===== src/rtl/dm_pkg.sv =====
// Shared types for the debug-module DMI responder: register map, command error
// codes, abstract-command FSM states and register layouts.
package dm;

  typedef enum logic [6:0] {
    ADDR_DATA0      = 7'h04,
    ADDR_DMCONTROL  = 7'h10,
    ADDR_DMSTATUS   = 7'h11,
    ADDR_HARTINFO   = 7'h12,
    ADDR_ABSTRACTCS = 7'h16,
    ADDR_COMMAND    = 7'h17
  } dm_addr_e;

  typedef enum logic [2:0] {
    CMDERR_NONE       = 3'd0,
    CMDERR_BUSY       = 3'd1,
    CMDERR_NOTSUP     = 3'd2,
    CMDERR_EXCEPTION  = 3'd3,
    CMDERR_HALTRESUME = 3'd4
  } cmderr_e;

  typedef enum logic [1:0] {
    CMD_IDLE,
    CMD_CHECK,
    CMD_ACCESS,
    CMD_DONE
  } cmd_state_e;

  localparam logic [1:0] DMI_OP_READ  = 2'd1;
  localparam logic [1:0] DMI_OP_WRITE = 2'd2;
  localparam logic [3:0] DM_VERSION   = 4'd2;

  typedef struct packed {
    logic        haltreq;
    logic        resumereq;
    logic [27:0] rsv;
    logic        ndmreset;
    logic        dmactive;
  } dmcontrol_t;

  typedef struct packed {
    logic [2:0]  rsv0;
    logic [4:0]  progbufsize;
    logic [10:0] rsv1;
    logic        busy;
    logic        rsv2;
    logic [2:0]  cmderr;
    logic [3:0]  rsv3;
    logic [3:0]  datacount;
  } abstractcs_t;

  typedef struct packed {
    logic [7:0]  cmdtype;
    logic        rsv;
    logic [2:0]  aarsize;
    logic        aarpostinc;
    logic        postexec;
    logic        transfer;
    logic        write;
    logic [15:0] regno;
  } command_t;

  // Only the 32 integer registers are reachable through abstract access.
  function automatic logic regno_is_gpr(input logic [15:0] regno);
    return (regno >= 16'h1000) && (regno <= 16'h101F);
  endfunction

endpackage


===== src/rtl/dm_dmi_responder_if.sv =====
// DMI request/response bundle between the debug transport and the DM.
interface dm_dmi_responder_if;
  import dm::*;

  logic        dmi_start;
  logic        dmi_finish;
  logic [1:0]  dmi_op;
  logic [6:0]  dmi_address;
  logic [31:0] dmi_data_i;
  logic [31:0] dmi_data_o;

  modport master (
    output dmi_start, dmi_op, dmi_address, dmi_data_i,
    input  dmi_finish, dmi_data_o
  );

  modport slave (
    input  dmi_start, dmi_op, dmi_address, dmi_data_i,
    output dmi_finish, dmi_data_o
  );
endinterface


===== src/rtl/dm_abstract_cmd.sv =====
// Abstract-command sequencer: validates a latched command and runs one GPR
// access over the ar_* port.
//   state      | meaning
//   CMD_IDLE   | waiting for an accepted command write
//   CMD_CHECK  | validating command fields and hart state
//   CMD_ACCESS | ar_req held until ar_ack
//   CMD_DONE   | one-cycle completion before returning to idle
module dm_abstract_cmd
  import dm::*;
(
  input  logic        clk,
  input  logic        rst_n,
  input  logic        abort,
  input  logic        start,
  input  command_t    cmd,
  input  logic        hart_halted,
  input  logic [31:0] data0,
  output logic        busy,
  output logic        err_valid,
  output cmderr_e     err_code,
  output logic        ar_req,
  output logic        ar_write,
  output logic [4:0]  ar_regno,
  output logic [31:0] ar_wdata,
  input  logic        ar_ack,
  output logic        rdata_valid
);

  cmd_state_e state_q, state_d;
  command_t   cmd_q;
  logic       unsupported;
  logic       unused_cmd_bits;

  assign unused_cmd_bits = ^{cmd_q.rsv, cmd_q.aarpostinc, cmd_q.postexec};

  assign unsupported = (cmd_q.cmdtype != 8'd0) || (cmd_q.aarsize != 3'd2) ||
                       (cmd_q.transfer && !regno_is_gpr(cmd_q.regno));

  always_ff @(posedge clk or negedge rst_n) begin
    if (!rst_n) begin
      state_q <= CMD_IDLE;
      cmd_q   <= '0;
    end else begin
      state_q <= state_d;
      if (state_q == CMD_IDLE && start) cmd_q <= cmd;
    end
  end

  always_comb begin
    state_d     = state_q;
    busy        = (state_q != CMD_IDLE);
    err_valid   = 1'b0;
    err_code    = CMDERR_NONE;
    ar_req      = 1'b0;
    ar_write    = 1'b0;
    ar_regno    = '0;
    ar_wdata    = '0;
    rdata_valid = 1'b0;
    unique case (state_q)
      CMD_IDLE:  if (start) state_d = CMD_CHECK;
      CMD_CHECK: begin
        if (unsupported) begin
          err_valid = 1'b1;
          err_code  = CMDERR_NOTSUP;
          state_d   = CMD_DONE;
        end else if (!hart_halted) begin
          err_valid = 1'b1;
          err_code  = CMDERR_HALTRESUME;
          state_d   = CMD_DONE;
        end else if (!cmd_q.transfer) begin
          state_d = CMD_DONE;
        end else begin
          state_d = CMD_ACCESS;
        end
      end
      CMD_ACCESS: begin
        ar_req   = 1'b1;
        ar_write = cmd_q.write;
        ar_regno = cmd_q.regno[4:0];
        ar_wdata = data0;
        if (ar_ack) begin
          rdata_valid = !cmd_q.write;
          state_d     = CMD_DONE;
        end
      end
      CMD_DONE:  state_d = CMD_IDLE;
      default:   state_d = CMD_IDLE;
    endcase
    // Deactivating the DM drops any in-flight command without side effects.
    if (abort) begin
      state_d     = CMD_IDLE;
      err_valid   = 1'b0;
      rdata_valid = 1'b0;
    end
  end

endmodule


===== src/rtl/dm_dmi_responder.sv =====
// Debug-module DMI responder: two-cycle DMI register access, hart run control
// and the abstract-command register interface.
module dm_dmi_responder
  import dm::*;
#(
  parameter int DATACOUNT = 1
) (
  input  logic                clk,
  input  logic                rst_n,
  dm_dmi_responder_if.slave   dmi,
  output logic                haltreq,
  output logic                resumereq,
  output logic                ndmreset,
  input  logic                hart_halted,
  input  logic                hart_running,
  output logic                ar_req,
  output logic                ar_write,
  output logic [4:0]          ar_regno,
  output logic [31:0]         ar_wdata,
  input  logic                ar_ack,
  input  logic [31:0]         ar_rdata
);

  logic        pend;
  logic [1:0]  op_q;
  logic [6:0]  addr_q;
  logic [31:0] wdata_q;
  logic [31:0] rdata;

  logic        dmactive, haltreq_q, resumereq_q, ndmreset_q, resumeack;
  logic [31:0] data0;
  cmderr_e     cmderr;

  logic        exec_rd, exec_wr, busy, err_valid, ar_load, abort, busy_viol, cmd_start;
  logic        wr_dmcontrol, wr_data0, wr_abstractcs, wr_command;
  cmderr_e     err_code;
  dmcontrol_t  dmc_rd;
  abstractcs_t acs_rd;

  assign exec_rd       = pend && (op_q == DMI_OP_READ);
  assign exec_wr       = pend && (op_q == DMI_OP_WRITE);
  assign wr_dmcontrol  = exec_wr && (addr_q == ADDR_DMCONTROL);
  assign wr_data0      = exec_wr && (addr_q == ADDR_DATA0);
  assign wr_abstractcs = exec_wr && (addr_q == ADDR_ABSTRACTCS);
  assign wr_command    = exec_wr && (addr_q == ADDR_COMMAND);
  assign abort         = !dmactive || (wr_dmcontrol && !wdata_q[0]);
  assign busy_viol     = busy && (wr_data0 || wr_abstractcs || wr_command ||
                                  (exec_rd && addr_q == ADDR_DATA0));
  assign cmd_start     = wr_command && !abort && !busy && (cmderr == CMDERR_NONE);

  assign haltreq   = haltreq_q;
  assign resumereq = resumereq_q;
  assign ndmreset  = ndmreset_q;

  always_ff @(posedge clk or negedge rst_n) begin
    if (!rst_n) begin
      pend           <= 1'b0;
      op_q           <= '0;
      addr_q         <= '0;
      wdata_q        <= '0;
      dmi.dmi_finish <= 1'b0;
      dmi.dmi_data_o <= '0;
    end else begin
      pend <= dmi.dmi_start && !pend;
      if (dmi.dmi_start && !pend) begin
        op_q    <= dmi.dmi_op;
        addr_q  <= dmi.dmi_address;
        wdata_q <= dmi.dmi_data_i;
      end
      dmi.dmi_finish <= pend;
      if (pend) dmi.dmi_data_o <= exec_rd ? rdata : '0;
    end
  end

  always_comb begin
    dmc_rd           = '0;
    dmc_rd.haltreq   = haltreq_q;
    dmc_rd.ndmreset  = ndmreset_q;
    dmc_rd.dmactive  = dmactive;
    acs_rd           = '0;
    acs_rd.busy      = busy;
    acs_rd.cmderr    = cmderr;
    acs_rd.datacount = 4'(DATACOUNT);
    rdata            = '0;
    case (addr_q)
      ADDR_DATA0:      rdata = data0;
      ADDR_DMCONTROL:  rdata = dmc_rd;
      ADDR_DMSTATUS:   rdata = {14'd0, {2{resumeack}}, 4'd0, {2{hart_running}},
                                {2{hart_halted}}, 1'b1, 3'd0, DM_VERSION};
      ADDR_ABSTRACTCS: rdata = acs_rd;
      default:         rdata = '0;
    endcase
  end

  always_ff @(posedge clk or negedge rst_n) begin
    if (!rst_n) begin
      dmactive    <= 1'b0;
      haltreq_q   <= 1'b0;
      resumereq_q <= 1'b0;
      ndmreset_q  <= 1'b0;
      resumeack   <= 1'b0;
      data0       <= '0;
      cmderr      <= CMDERR_NONE;
    end else begin
      if (wr_dmcontrol) dmactive <= wdata_q[0];
      if (abort) begin
        haltreq_q   <= 1'b0;
        resumereq_q <= 1'b0;
        ndmreset_q  <= 1'b0;
        resumeack   <= 1'b0;
        data0       <= '0;
        cmderr      <= CMDERR_NONE;
      end else begin
        if (resumereq_q && hart_running) begin
          resumereq_q <= 1'b0;
          resumeack   <= 1'b1;
        end
        if (wr_dmcontrol) begin
          haltreq_q  <= wdata_q[31];
          ndmreset_q <= wdata_q[1];
          if (wdata_q[30] && !wdata_q[31]) begin
            resumereq_q <= 1'b1;
            resumeack   <= 1'b0;
          end
        end
        if (wr_data0 && !busy) data0 <= wdata_q;
        else if (ar_load)      data0 <= ar_rdata;
        if (cmderr == CMDERR_NONE) begin
          if (err_valid)      cmderr <= err_code;
          else if (busy_viol) cmderr <= CMDERR_BUSY;
        end else if (wr_abstractcs && !busy) begin
          cmderr <= cmderr_e'(cmderr & ~wdata_q[10:8]);
        end
      end
    end
  end

  dm_abstract_cmd u_abstract_cmd (
    .clk         (clk),
    .rst_n       (rst_n),
    .abort       (abort),
    .start       (cmd_start),
    .cmd         (command_t'(wdata_q)),
    .hart_halted (hart_halted),
    .data0       (data0),
    .busy        (busy),
    .err_valid   (err_valid),
    .err_code    (err_code),
    .ar_req      (ar_req),
    .ar_write    (ar_write),
    .ar_regno    (ar_regno),
    .ar_wdata    (ar_wdata),
    .ar_ack      (ar_ack),
    .rdata_valid (ar_load)
  );

endmodule


===== src/flat_wrapper.sv =====
// flat-port wrapper written by rule: the top's interface ports become plain ports
module dm_dmi_responder_flat import dm::*;
#(
  parameter int DATACOUNT = 1
)
  (clk, rst_n, haltreq, resumereq, ndmreset, hart_halted, hart_running, ar_req, ar_write, ar_regno, ar_wdata, ar_ack, ar_rdata, dmi_dmi_start, dmi_dmi_op, dmi_dmi_address, dmi_dmi_data_i, dmi_dmi_finish, dmi_dmi_data_o);
  dm_dmi_responder_if dmi_i ();
  input  logic clk;
  input  logic rst_n;
  output logic haltreq;
  output logic resumereq;
  output logic ndmreset;
  input  logic hart_halted;
  input  logic hart_running;
  output logic ar_req;
  output logic ar_write;
  output logic [4:0] ar_regno;
  output logic [31:0] ar_wdata;
  input  logic ar_ack;
  input  logic [31:0] ar_rdata;
  input wire logic [$bits(dmi_i.dmi_start)-1:0] dmi_dmi_start;
  input wire logic [$bits(dmi_i.dmi_op)-1:0] dmi_dmi_op;
  input wire logic [$bits(dmi_i.dmi_address)-1:0] dmi_dmi_address;
  input wire logic [$bits(dmi_i.dmi_data_i)-1:0] dmi_dmi_data_i;
  output wire logic [$bits(dmi_i.dmi_finish)-1:0] dmi_dmi_finish;
  output wire logic [$bits(dmi_i.dmi_data_o)-1:0] dmi_dmi_data_o;
  assign dmi_i.dmi_start = dmi_dmi_start;
  assign dmi_i.dmi_op = dmi_dmi_op;
  assign dmi_i.dmi_address = dmi_dmi_address;
  assign dmi_i.dmi_data_i = dmi_dmi_data_i;
  assign dmi_dmi_finish = dmi_i.dmi_finish;
  assign dmi_dmi_data_o = dmi_i.dmi_data_o;
  dm_dmi_responder #(.DATACOUNT(DATACOUNT)) u_core (.clk(clk), .rst_n(rst_n), .dmi(dmi_i), .haltreq(haltreq), .resumereq(resumereq), .ndmreset(ndmreset), .hart_halted(hart_halted), .hart_running(hart_running), .ar_req(ar_req), .ar_write(ar_write), .ar_regno(ar_regno), .ar_wdata(ar_wdata), .ar_ack(ar_ack), .ar_rdata(ar_rdata));
endmodule

===== config.mk =====
export PLATFORM = sky130hd
export DESIGN_NAME = dm_dmi_responder_flat
export DESIGN_NICKNAME = d
export VERILOG_FILES = /design/src/rtl/dm_pkg.sv /design/src/rtl/dm_dmi_responder_if.sv /design/src/rtl/dm_abstract_cmd.sv /design/src/rtl/dm_dmi_responder.sv /design/src/flat_wrapper.sv
export SDC_FILE = /design/constraint.sdc
export NUM_CORES = 1
export LEC_CHECK = 0
export ABC_AREA = 1
export CAP_MARGIN = 15
export CORE_MARGIN = 3
export CORE_UTILIZATION = 55
export DETAILED_ROUTE_END_ITERATION = 16
export PLACE_DENSITY = 0.84
export SLEW_MARGIN = 5
export SYNTH_ARGS = -nofsm -noshare
export SYNTH_HDL_FRONTEND = slang
export SYNTH_HIERARCHICAL = 1
export SYNTH_SLANG_ARGS = --single-unit

===== constraint.sdc =====
create_clock -name clk -period 4.5 [get_ports clk]
set_input_delay 0.45 -clock clk [delete_from_list [all_inputs] [get_ports clk]]
set_output_delay 0.45 -clock clk [all_outputs]
set_load 0.01 [all_outputs]

After elaboration in Yosys (flattened, before gate mapping)
Index checks and enable logic that the tools add are counted.
Cells by class
  magnitude comparators: 2
  equal/unequal tests: 14
  multiplexer cells: 43
  bitwise logic cells: 2
  reductions and logical operators: 43
Operators with widths (number)
  two-way mux 32 bit: 5
  case mux 32 bit (4 select lines): 1
  equality test 7 x 5 -> 1 bit, second input constant: 4
  two-way mux 1 bit: 24
  two-way mux 3 bit: 8
  logical AND 1 bit: 20
  >= comparator 16 x 13 -> 1 bit, second input constant: 1
  less-or-equal comparator 16 x 13 -> 1 bit, second input constant: 1
  inequality test 3 x 2 -> 1 bit, second input constant: 3
  zero test 1 bit: 8
  case mux 2 bit (4 select lines): 1
  nonzero test 8 bit: 1
  equality test 7 x 3 -> 1 bit, second input constant: 1
  equality test 2 bit, second input constant: 3
  logical OR 1 bit: 6
  two-way mux 2 bit: 3
  nonzero test 3 bit: 2
  two-way mux 5 bit: 1
  equality test 2 x 1 -> 1 bit, second input constant: 2
  inequality test 4 x 1 -> 1 bit, second input constant: 1
  AND reduction 2 bit: 2
  nonzero test 2 bit: 2
  bitwise AND 3 bit: 1
  zero test 3 bit: 1
  2 further kinds: 2
Word-level totals
  flip-flop bits (word level): 146
  input bits: 79
  logic and storage cells: 123

Depth between registers and ports, before layout
Gate-level depths: netlist (run 1).
  depth in word-level cells: 12
  depth in mapped cells: 14
  depth with buffers taken out: 14

Hierarchy
The synthesis (run 1) kept the hierarchy.
By module, submodules not included
  dm_dmi_responder: instances 1, cells an instance 586, area each 5134.9 µm², sequential area each 2877.8 µm²
  dm_abstract_cmd: instances 1, cells an instance 204, area each 1761.7 µm², sequential area each 775.7 µm²

Least setup slack after synthesis (run 1)
No wires, ideal clock.
  path kind: reg2reg
  start: register u_core.u_abstract_cmd.state_q[0]
  end: register u_core/u_abstract_cmd/cmd_q[0] in the netlist's numbering
  arrival time: 1.744 ns
  data required time: 4.375 ns
  path slack: 2.631 ns
  stages on the path, launching flop included: 10
  path buffers: 1
  clock period less this slack: 1.869 ns
  path through: dfrtp_1 inv_1 ha_1 inv_1 inv_1 nand4_1 nor2_1 nand2_2 buf_6 mux2_4
On the way
  word-level cells in the longest chain between the ends: 5
  elaborated cells between the ends (all ways): 6
  those cells by class: reduce/logical (6)
Ends and longest elaborated chain
  start: declaration: RTL line dm_abstract_cmd.sv:29  | cmd_state_e state_q, state_d;
  start signal: assignment: RTL line dm_abstract_cmd.sv:44  | state_q <= state_d;
  nonzero test 2 bit: RTL line dm_abstract_cmd.sv:51  | busy = (state_q != CMD_IDLE);
  net u_core.busy: RTL line dm_dmi_responder.sv:34  | logic exec_rd, exec_wr, busy, err_valid, ar_load, abort, busy_viol, cmd_start;
  zero test 1 bit: RTL line dm_dmi_responder.sv:49  | assign cmd_start = wr_command && !abort && !busy && (cmderr == CMDERR_NONE);
  logical AND 1 bit (2 in a row): RTL line dm_dmi_responder.sv:49
  net u_core.cmd_start: RTL line dm_dmi_responder.sv:34
  logical AND 1 bit: RTL line dm_abstract_cmd.sv:45  | if (state_q == CMD_IDLE && start) cmd_q <= cmd;
  end signal: assignment: RTL line dm_abstract_cmd.sv:45
  end: declaration: RTL line dm_abstract_cmd.sv:30  | command_t cmd_q;
The timed path passes the listed nets, and every way through them passes these cells.
A chain may end at the register's enable or synchronous reset.

Worst setup path after layout (run 1)
  start: register u_core.u_abstract_cmd.state_q[0]
  end: output port ar_wdata[20]
On the way
  word-level cells in the longest chain between the ends: 2
Ends and longest elaborated chain
  equality test 2 bit: RTL line dm_abstract_cmd.sv:59  | unique case (state_q)
  two-way mux 32 bit: RTL line dm_abstract_cmd.sv:59
  end: declaration: RTL line flat_wrapper.sv:18  | output logic [31:0] ar_wdata;
Every way passes these cells.

==> metrics.cfg, run 1 <==
[outcome]
outcome=finished clean

[run]
cap_violations=0

[logic_synthesis]
yosysSeqAreaShare=0.530
synth_seq_cells=146
synth_area_leader_cell=dfrtp_1
synth.distinct_cells=41
ys.flop_type=dfrtp_1
synth-edff-count=0
synthTopCellsByCount=248 x nand2_1, 146 x dfrtp_1, 96 x inv_1, 47 x nand3_1, 45 x o21ai_1
synthesis.nets=872
yosys-top-cells-area=dfrtp_1 53%, nand2_1 13%, inv_1 5.2%
synth_area_mm2=0.00690
synthArstFlopShare=1.00
synth_most_common_cell=nand2_1
synth_top_area_frac=0.530
netlist_instances=790
synth_area_per_cell_um2=8.73
yosys_warnings=6

[floorplan]
die_x_um=118
dieHeight_um=118
initial_core_util=0.569
core-area_mm2=0.0121
dieArea_mm2=0.0139
io_pins=154
rows=40

[clocking]
numCtsBuffers=17
cts_resized=0
cts_sinks=146
clockBufferDepth=2
path_clk_slew_ns=0.06
post-cts-setup-buffers=0
clk_latency_ns=0.42
cts_tree=yes
h-tree-depth=4
holdBufCountCts=0
ctsRootBufferMaster=clkbuf_16

[timing]
clock.fmax_mhz=322
worst_pin_slew_ns=1.05
slew_violations=0
rsz0062_at_grt=no
relSlewSlack=0.301
period_share=0.690
setup-tns-final_ns=0
setup_viol=0
hold_violations=0
clock_skew_ns=0.00863
post-route-min-period_ns=3.11

[global_route]
grt_pass1_vias=5825
overflow=0
antenna_found_initial=1
grt_pass1_wl_mm=29.1
grt_max_degree=116
grt_usage=0.264

[critical_path]
crit_type=reg2out
reg2reg_slack_ns=1.59
path_cells=inv_1 -> ha_1 -> buf_4 -> nand2_1 -> inv_1 -> clkdlybuf4s50_1
critPathMaxStageDelay_ns=0.61
r2r_cells=11
crit_path_top_delay_cell=ha_1
r2r-start=u_core/addr_q[2]
critPathArrivalTime_ns=2.66
worstPathMaxFanout=24
critPathRequiredTime_ns=4.05
cpMostUsedCell=inv_1
worstReg2RegEnd=u_core/data0[8]
worstSetupStartpointType=flip-flop
worstSetupEndpointType=output port

[power]
p_per_area_mw_per_mm2=346
p_leak_nw=4.68
vdd_ir_drop_max_v=0.000249

[final_layout]
syn_to_final_growth_pct=31.3
nNetsFinal=1008
final_core_util=0.748
finalNonFillerCells=1107
drive_above_1_share=0.0841
fill_cells=872
diodes=0

[placed_design]
port_buffers=153
gp_congestion=0.872
dp_cells=1075
hpwl_mm=12.3

[routing]
dr.pass1.iters=6
wirelength_mm=18.2
vias_per_cell=5.42
drt-initial-drc-count=557
routedWlPerCell_um=16.4
postRouteAntennaNets=0
route.detailed.drc=0
dr_total_vias=6004

[hold_path]
hp-class=in2async

## cell usage in the layout (no fill, tap or decap), drive strengths merged, types with 4 or more instances in the layout
master,netlist,layout
nand2,253,253
clkdlybuf4s50,0,152
dfrtp,146,146
inv,102,102
o21ai,77,77
nand3,49,49
nor2,33,33
mux2,23,23
clkbuf,13,23
a32o,21,21
a21oi,13,13
a22o,8,8
buf,27,5
nor3,5,5
nand4,4,4
clkinv,0,4
## state kept, by name (all words and copies together) (netlist names), 2 cells and up
| signal | count |
|---|---|
| u_core/data0 | 32 |
| u_core/dmi.dmi_data_o | 32 |
| u_core/wdata_q | 32 |
| u_core/u_abstract_cmd/cmd_q | 29 |
| u_core/addr_q | 7 |
| u_core/cmderr | 3 |
| u_core/op_q | 2 |
| u_core/u_abstract_cmd/state_q | 2 |
## final cells by class
cell class	instances	area (um^2)	area share
Clock buffer	23	478	0.0528
Clock inverter	9	129	0.0142
Inverter	102	383	0.0423
Multi-Input combinational cell	502	2640	0.291
Sequential cell	146	3650	0.403
Tap cell	168	210	0.0232
Timing Repair Buffer	157	1560	0.173
## layer usage
layer | track usage | vias up | wire length, um
met2 | 0.417 | 264 | 8740
met5 | 0 | - | 20
li1 | - | 2812 | -
met1 | 0.336 | 2889 | 7560
met4 | 0.107 | 2 | 435
met3 | 0.0879 | 37 | 1440
## where the power goes
group | total (W) | switching (W) | internal, W
combinational | 0.000282 | 0.000173 | 0.000109
clock | 0.00145 | 0.000534 | 0.000914
sequential | 0.00140 | 0.0000350 | 0.00137
total | 0.00313 | 0.000742 | 0.00239
## critical path: cells and delay by family, from the launching register on
family	cells	cell delay (ns)
buffers and inverters	4	1.13
and+or+nand+nor	1	0.10
DFF	1	0.39
adders and majority gates	1	0.61
## metrics by stage
step / instance area, um^2 / hold WS (ns) / power, W / setup WS [ns]
floorplan: 6900 / 0.154 / 0.00156 / 2.63
global placement: 8450 / 0.423 / 0.00169 / 1.78
detailed placement: 8450 / 0.431 / 0.00170 / 1.72
CTS: 9050 / 0.227 / 0.00314 / 1.38
global route: 9050 / 0.263 / 0.00323 / 1.19
finish: 9050 / 0.155 / 0.00313 / 1.39
## kinds of logic after synthesis
family / count (synthesis) / synth area share
simple gates: 349 / 0.215
fa+ha+maj: 3 / 0.00544
other cells: 1 / 0.000544
mux: 23 / 0.0474
compound gates: 126 / 0.114
flops: 146 / 0.530
buf+inv: 142 / 0.0880
## worst max path at each step
stage,from,endpoint,slack (ns),cells after the start
floorplan,u_core/u_abstract_cmd/state_q[0],u_core/u_abstract_cmd/cmd_q[0],2.63,9
global placement,u_core/addr_q[2],u_core/data0[3],1.78,11
detailed placement,u_core/addr_q[2],u_core/data0[2],1.72,11
CTS,u_core/u_abstract_cmd/state_q[0],ar_wdata[15],1.38,6
global route,u_core/u_abstract_cmd/state_q[0],ar_wdata[11],1.19,6
finish,u_core/u_abstract_cmd/state_q[0],ar_wdata[20],1.39,6
(Power assumes the default switching activity.)
==> inputs of run 2 (changes only) <==
--- a/config.mk
+++ b/config.mk
@@ -8,9 +8,9 @@
 export ABC_AREA = 1
 export CAP_MARGIN = 15
 export CORE_MARGIN = 3
-export CORE_UTILIZATION = 55
+export CORE_UTILIZATION = 51
 export DETAILED_ROUTE_END_ITERATION = 16
-export PLACE_DENSITY = 0.84
+export PLACE_DENSITY = 0.79
 export SLEW_MARGIN = 5
 export SYNTH_ARGS = -nofsm -noshare
 export SYNTH_HDL_FRONTEND = slang
==> constraint.sdc (replaced) <==
create_clock -name clk -period 3.2 [get_ports clk]
set_input_delay 0.32 -clock clk [delete_from_list [all_inputs] [get_ports clk]]
set_output_delay 0.32 -clock clk [all_outputs]
set_load 0.01 [all_outputs]
==> run 2 against run 1 <==
  * Highest routed layer is now met4
  * Utilization decreased by 4.4 points
  * Critical endpoint is now ar_wdata[12]
  * Hold slack improved by 0.30 ns
  * Sequential share of layout area decreased by 0.16 points
  * Die area increased by 7.4%
  * Clock power increased by 32%
  * Combinational power increased by 41%
==> metrics.cfg, run 2 (same netlist as run 1, synthesis figures left out) <==
[outcome]
outcome=finished clean

[critical_path]
critPathMaxStageDelay_ns=0.52
critPathArrivalTime_ns=2.35
path_cells=inv_1 -> ha_1 -> buf_4 -> nand2_1 -> inv_1 -> clkdlybuf4s50_1
startpoint=u_core/u_abstract_cmd/state_q[0]
crit_buf_inv=4
worstSetupEndpointType=output port
worstReg2RegEnd=u_core/u_abstract_cmd/cmd_q[12]
cp_top_family=buffers and inverters
worstSetupStartpointType=flip-flop
cpMostUsedCell=inv_1
crit_end=ar_wdata[12]
r2r_cells=8
reg2reg_slack_ns=0.70
crit_cells=6
crit_type=reg2out
worstPathMaxFanout=19
r2r-start=u_core/u_abstract_cmd/state_q[0]
crit_path_top_delay_cell=clkdlybuf4s50_1
critPathRequiredTime_ns=2.88

[floorplan]
rows=41
initial_core_util=0.533
die_x_um=122
dieHeight_um=122
dieArea_mm2=0.0150
io_pins=154
core-area_mm2=0.0129

[routing]
routedWlPerCell_um=15.8
dr.pass1.iters=5
vias_per_cell=5.21
postRouteAntennaNets=0
drt-initial-drc-count=391
dr_total_vias=5820
route.detailed.drc=0
wirelength_mm=17.6

[clocking]
clk_latency_ns=0.42
clockBufferDepth=2
numCtsBuffers=17
holdBufCountCts=1
ctsRootBufferMaster=clkbuf_16
cts_resized=0
cts_sinks=146
path_clk_slew_ns=0.06
h-tree-depth=4
post-cts-setup-buffers=0
cts_tree=yes

[timing]
setup_viol=0
worst_pin_slew_ns=0.942
rsz0062_at_grt=no
setup-tns-final_ns=0
clock_skew_ns=0.00905
slew_violations=0
hold_violations=0
post-route-min-period_ns=2.67
holdWs_ns=0.457
period_share=0.836
setup_slack_ns=0.526
relSlewSlack=0.370
clock.fmax_mhz=374

[placed_design]
dpl_cell_area_mm2=0.00851
port_buffers=153
pre_cts_slack_ns=0.752
gp_congestion=0.897
hpwl_mm=12.5

[final_layout]
nNetsFinal=1015
design_area_mm2=0.00909
final_cell_mix=248 x nand2_1, 152 x clkdlybuf4s50_1, 146 x dfrtp_1
fill_cells=1019
reg_top3=u_core/data0: 32 flops, u_core/dmi.dmi_data_o: 32 flops, u_core/wdata_q: 32 flops
diodes=0
final_common_cell=nand2_1
syn_to_final_growth_pct=31.8
drive_above_1_share=0.0889

[global_route]
grt_use_met2=0.389
grt_usage=0.248
overflow=0
met1_usage=0.329
grt_pass1_wl_mm=28.5
grt_pass1_vias=5657
use_met3=0.0820
antenna_found_initial=0
grt_max_degree=82
top_usage_layer=met2

[power]
p_leak_nw=4.70
p_switching_w=0.00102
p_int_w=0.00326
p_seq_frac=0.460
p_clk_frac=0.447
switching_share=0.239
combPwrFrac=0.093
vdd_ir_drop_max_v=0.000408
p_per_area_mw_per_mm2=471

[run]
cap_violations=0

[hold_path]
hp-class=reg2reg

==> run 2: worst min path at each step <==
| stage | to | startpoint | cells past startpoint | slack (ns) |
|---|---|---|---|---|
| after global placement | u_core/wdata_q[13] | rst_n | 1 | 0.41 |
| after detailed placement | u_core/wdata_q[13] | rst_n | 1 | 0.41 |
| after global routing | u_core/wdata_q[18] | dmi_dmi_data_i[18] | 3 | 0.46 |
| after floorplan | u_core/addr_q[0] | rst_n | 0 | 0.02 |
| final | u_core/dmi.dmi_finish | u_core/pend | 0 | 0.46 |
| after CTS | u_core/wdata_q[14] | dmi_dmi_data_i[14] | 3 | 0.45 |
==> run 2: power by group through the flow <==
stage	clock network (W)	logic (W)	registers [W]
floorplan	0	0.000199	0.00199
global placement	0	0.000391	0.00200
detailed placement	0	0.000396	0.00200
CTS	0.00194	0.000402	0.00197
global route	0.00203	0.000446	0.00198
finish	0.00192	0.000399	0.00197
==> run 2: area by class of cell <==
type / instances / area [um^2] / share of cell area
clock buffers: 22 / 464 / 0.0511
clock inverters: 9 / 106 / 0.0117
inverters: 102 / 383 / 0.0421
multi-input cells: 502 / 2640 / 0.290
flip-flops and latches: 146 / 3650 / 0.402
well taps: 172 / 215 / 0.0237
repair buffers: 164 / 1630 / 0.179
==> run 2: layer usage <==
| layer | vias up | share of wire |
|---|---|---|
| li1 | 2824 | - |
| met1 | 2751 | 0.43 |
| met2 | 215 | 0.47 |
| met3 | 30 | 0.081 |
| met4 | 0 | 0.019 |
| met5 | - | 0 |
==> run 2: stage by stage <==
stage          instances  total power [W]  utilization
3_3_place_gp        1085          0.00239        0.658
5_1_grt             1117          0.00445        0.703
6_report            1117          0.00428        0.703
4_1_cts             1117          0.00431        0.703
2_1_floorplan        790          0.00219            -
3_5_place_dp        1085          0.00240        0.658
==> inputs of run 3 (changes only) <==
==> constraint.sdc (replaced) <==
create_clock -name clk -period 2.55 [get_ports clk]
set_input_delay 0.255 -clock clk [delete_from_list [all_inputs] [get_ports clk]]
set_output_delay 0.255 -clock clk [all_outputs]
set_load 0.01 [all_outputs]
==> run 3 against run 2 <==
  * Critical path depth is the same
  * Non-clock buffer count grew 5
  * Clock power increased by 26%
  * Highest routed layer is now met5
  * Clock skew about the same
  * Hold slack got worse by 0.093 ns
  * Largest power group unchanged
  * Setup slack got worse by 0.36 ns
  * Global-route usage up 0.13 points
  * Total power is 26% higher
==> metrics.cfg, run 3 (same netlist as run 1, synthesis figures left out) <==
[final_layout]
finalNonFillerCells=1119
drive_above_1_share=0.0908
final_cell_mix=248 x nand2_1, 152 x clkdlybuf4s50_1, 146 x dfrtp_1
nNetsFinal=1020
syn_to_final_growth_pct=32.9
final_common_cell=nand2_1
reg_top3=u_core/data0: 32 flops, u_core/dmi.dmi_data_o: 32 flops, u_core/wdata_q: 32 flops
diodes=0
final_core_util=0.709

[timing]
post-route-min-period_ns=2.38
setup-tns-final_ns=0
setup_viol=0
clock_skew_ns=0.00911
hold_violations=0
period_share=0.935
slew_violations=0
worst_pin_slew_ns=0.758
clock.fmax_mhz=420
relSlewSlack=0.493
rsz0062_at_grt=no

[critical_path]
critPathArrivalTime_ns=2.13
worstSetupStartpointType=flip-flop
critPathRequiredTime_ns=2.30
worstPathMaxFanout=24
crit_type=reg2out
worstSetupEndpointType=output port

[clocking]
h-tree-depth=4
ctsRootBufferMaster=clkbuf_16
clockBufferDepth=2
numCtsBuffers=17
path_clk_slew_ns=0.05
post-cts-setup-buffers=0
cts_sinks=146
clk_latency_ns=0.42
cts_tree=yes

[global_route]
grt_max_degree=57
grt_usage=0.249
antenna_found_initial=1
overflow=0
grt_pass1_vias=5713
grt_pass1_wl_mm=28.7

[placed_design]
port_buffers=153
dp_cells=1090
gp_congestion=0.845
hpwl_mm=12.8

[routing]
postRouteAntennaNets=0
top_layer_used=met5
wirelength_mm=17.9
routedWlPerCell_um=16.0
vias_per_cell=5.24
route.detailed.drc=0
wl_met1_mm=7.42
drt-initial-drc-count=554
dr_wl_met3_mm=1.44
route.met2.wl_mm=8.60
dr.pass1.iters=5
dr_total_vias=5862

[hold_path]
hp-class=in2async

[power]
p_per_area_mw_per_mm2=588
vdd_ir_drop_max_v=0.000467
p_leak_nw=4.75

[floorplan]
rows=41
die_x_um=122
dieArea_mm2=0.0150
initial_core_util=0.533
core-area_mm2=0.0129
dieHeight_um=122
io_pins=154

[run]
cap_violations=0

[outcome]
outcome=finished clean

## run 3: layout make-up
cell class | count | area, um^2
Sequential cell | 146 | 3650
Timing Repair Buffer | 169 | 1710
Multi-Input combinational cell | 502 | 2640
Clock inverter | 6 | 109
Tap cell | 172 | 215
Fill cell | 1025 | 3760
Inverter | 102 | 383
Clock buffer | 22 | 454
## run 3: path summary, 6_finish.rpt
check / start / slack (ns) / cells after the start / end
min in group clk: dmi_dmi_address[1] / 0.40 / 3 / u_core/addr_q[1]
min reg2reg: u_core/pend / 0.45 / 0 / u_core/dmi.dmi_finish
max reg2reg: u_core/addr_q[2] / 0.31 / 11 / u_core/data0[24]
min: rst_n / 0.36 / 2 / u_core/wdata_q[11]
max: u_core/u_abstract_cmd/state_q[0] / 0.17 / 6 / ar_regno[3]
max in group asynchronous: rst_n / 1.46 / 3 / u_core/dmi.dmi_data_o[0]
## run 3: routing by layer
| metal | vias up | global-route usage |
|---|---|---|
| met1 | 2775 | 0.316 |
| met3 | 29 | 0.0760 |
| met2 | 223 | 0.409 |
| met4 | 2 | 0.0833 |
| met5 | - | 0 |
| li1 | 2833 | - |
## run 3: what timing repair did
action / in CTS / in global routing
hold endpoints to repair: 53 / 0
hold buffers: 1 / 0
endpoints found under the setup margin: 0 / 22
resized for setup: 0 / 3
## run 3: worst max-delay path, cell delays in order (launching register included)
cell and delay [ns]:
dfrtp_1 0.40, inv_1 0.13, ha_2 0.24, buf_8 0.21, nand2_1 0.12, inv_1 0.07, clkdlybuf4s50_1 0.54
## run 3: power breakdown
part | switching [W] | internal (W)
clock network | 0.000876 | 0.00154
logic | 0.000296 | 0.000203
registers | 0.0000689 | 0.00241
total | 0.00124 | 0.00415
## run 3: per-stage QoR
stage               cell area [um^2]  setup slack, ns  total power (W)  hold WS (ns)
floorplan                       6900            0.681          0.00275       -0.0406
global placement                8590            0.411          0.00300         0.244
detailed placement              8590            0.342          0.00301         0.248
CTS                             9160           0.0115          0.00544         0.374
global route                    9170           0.0371          0.00561         0.389
finish                          9170            0.167          0.00539         0.363
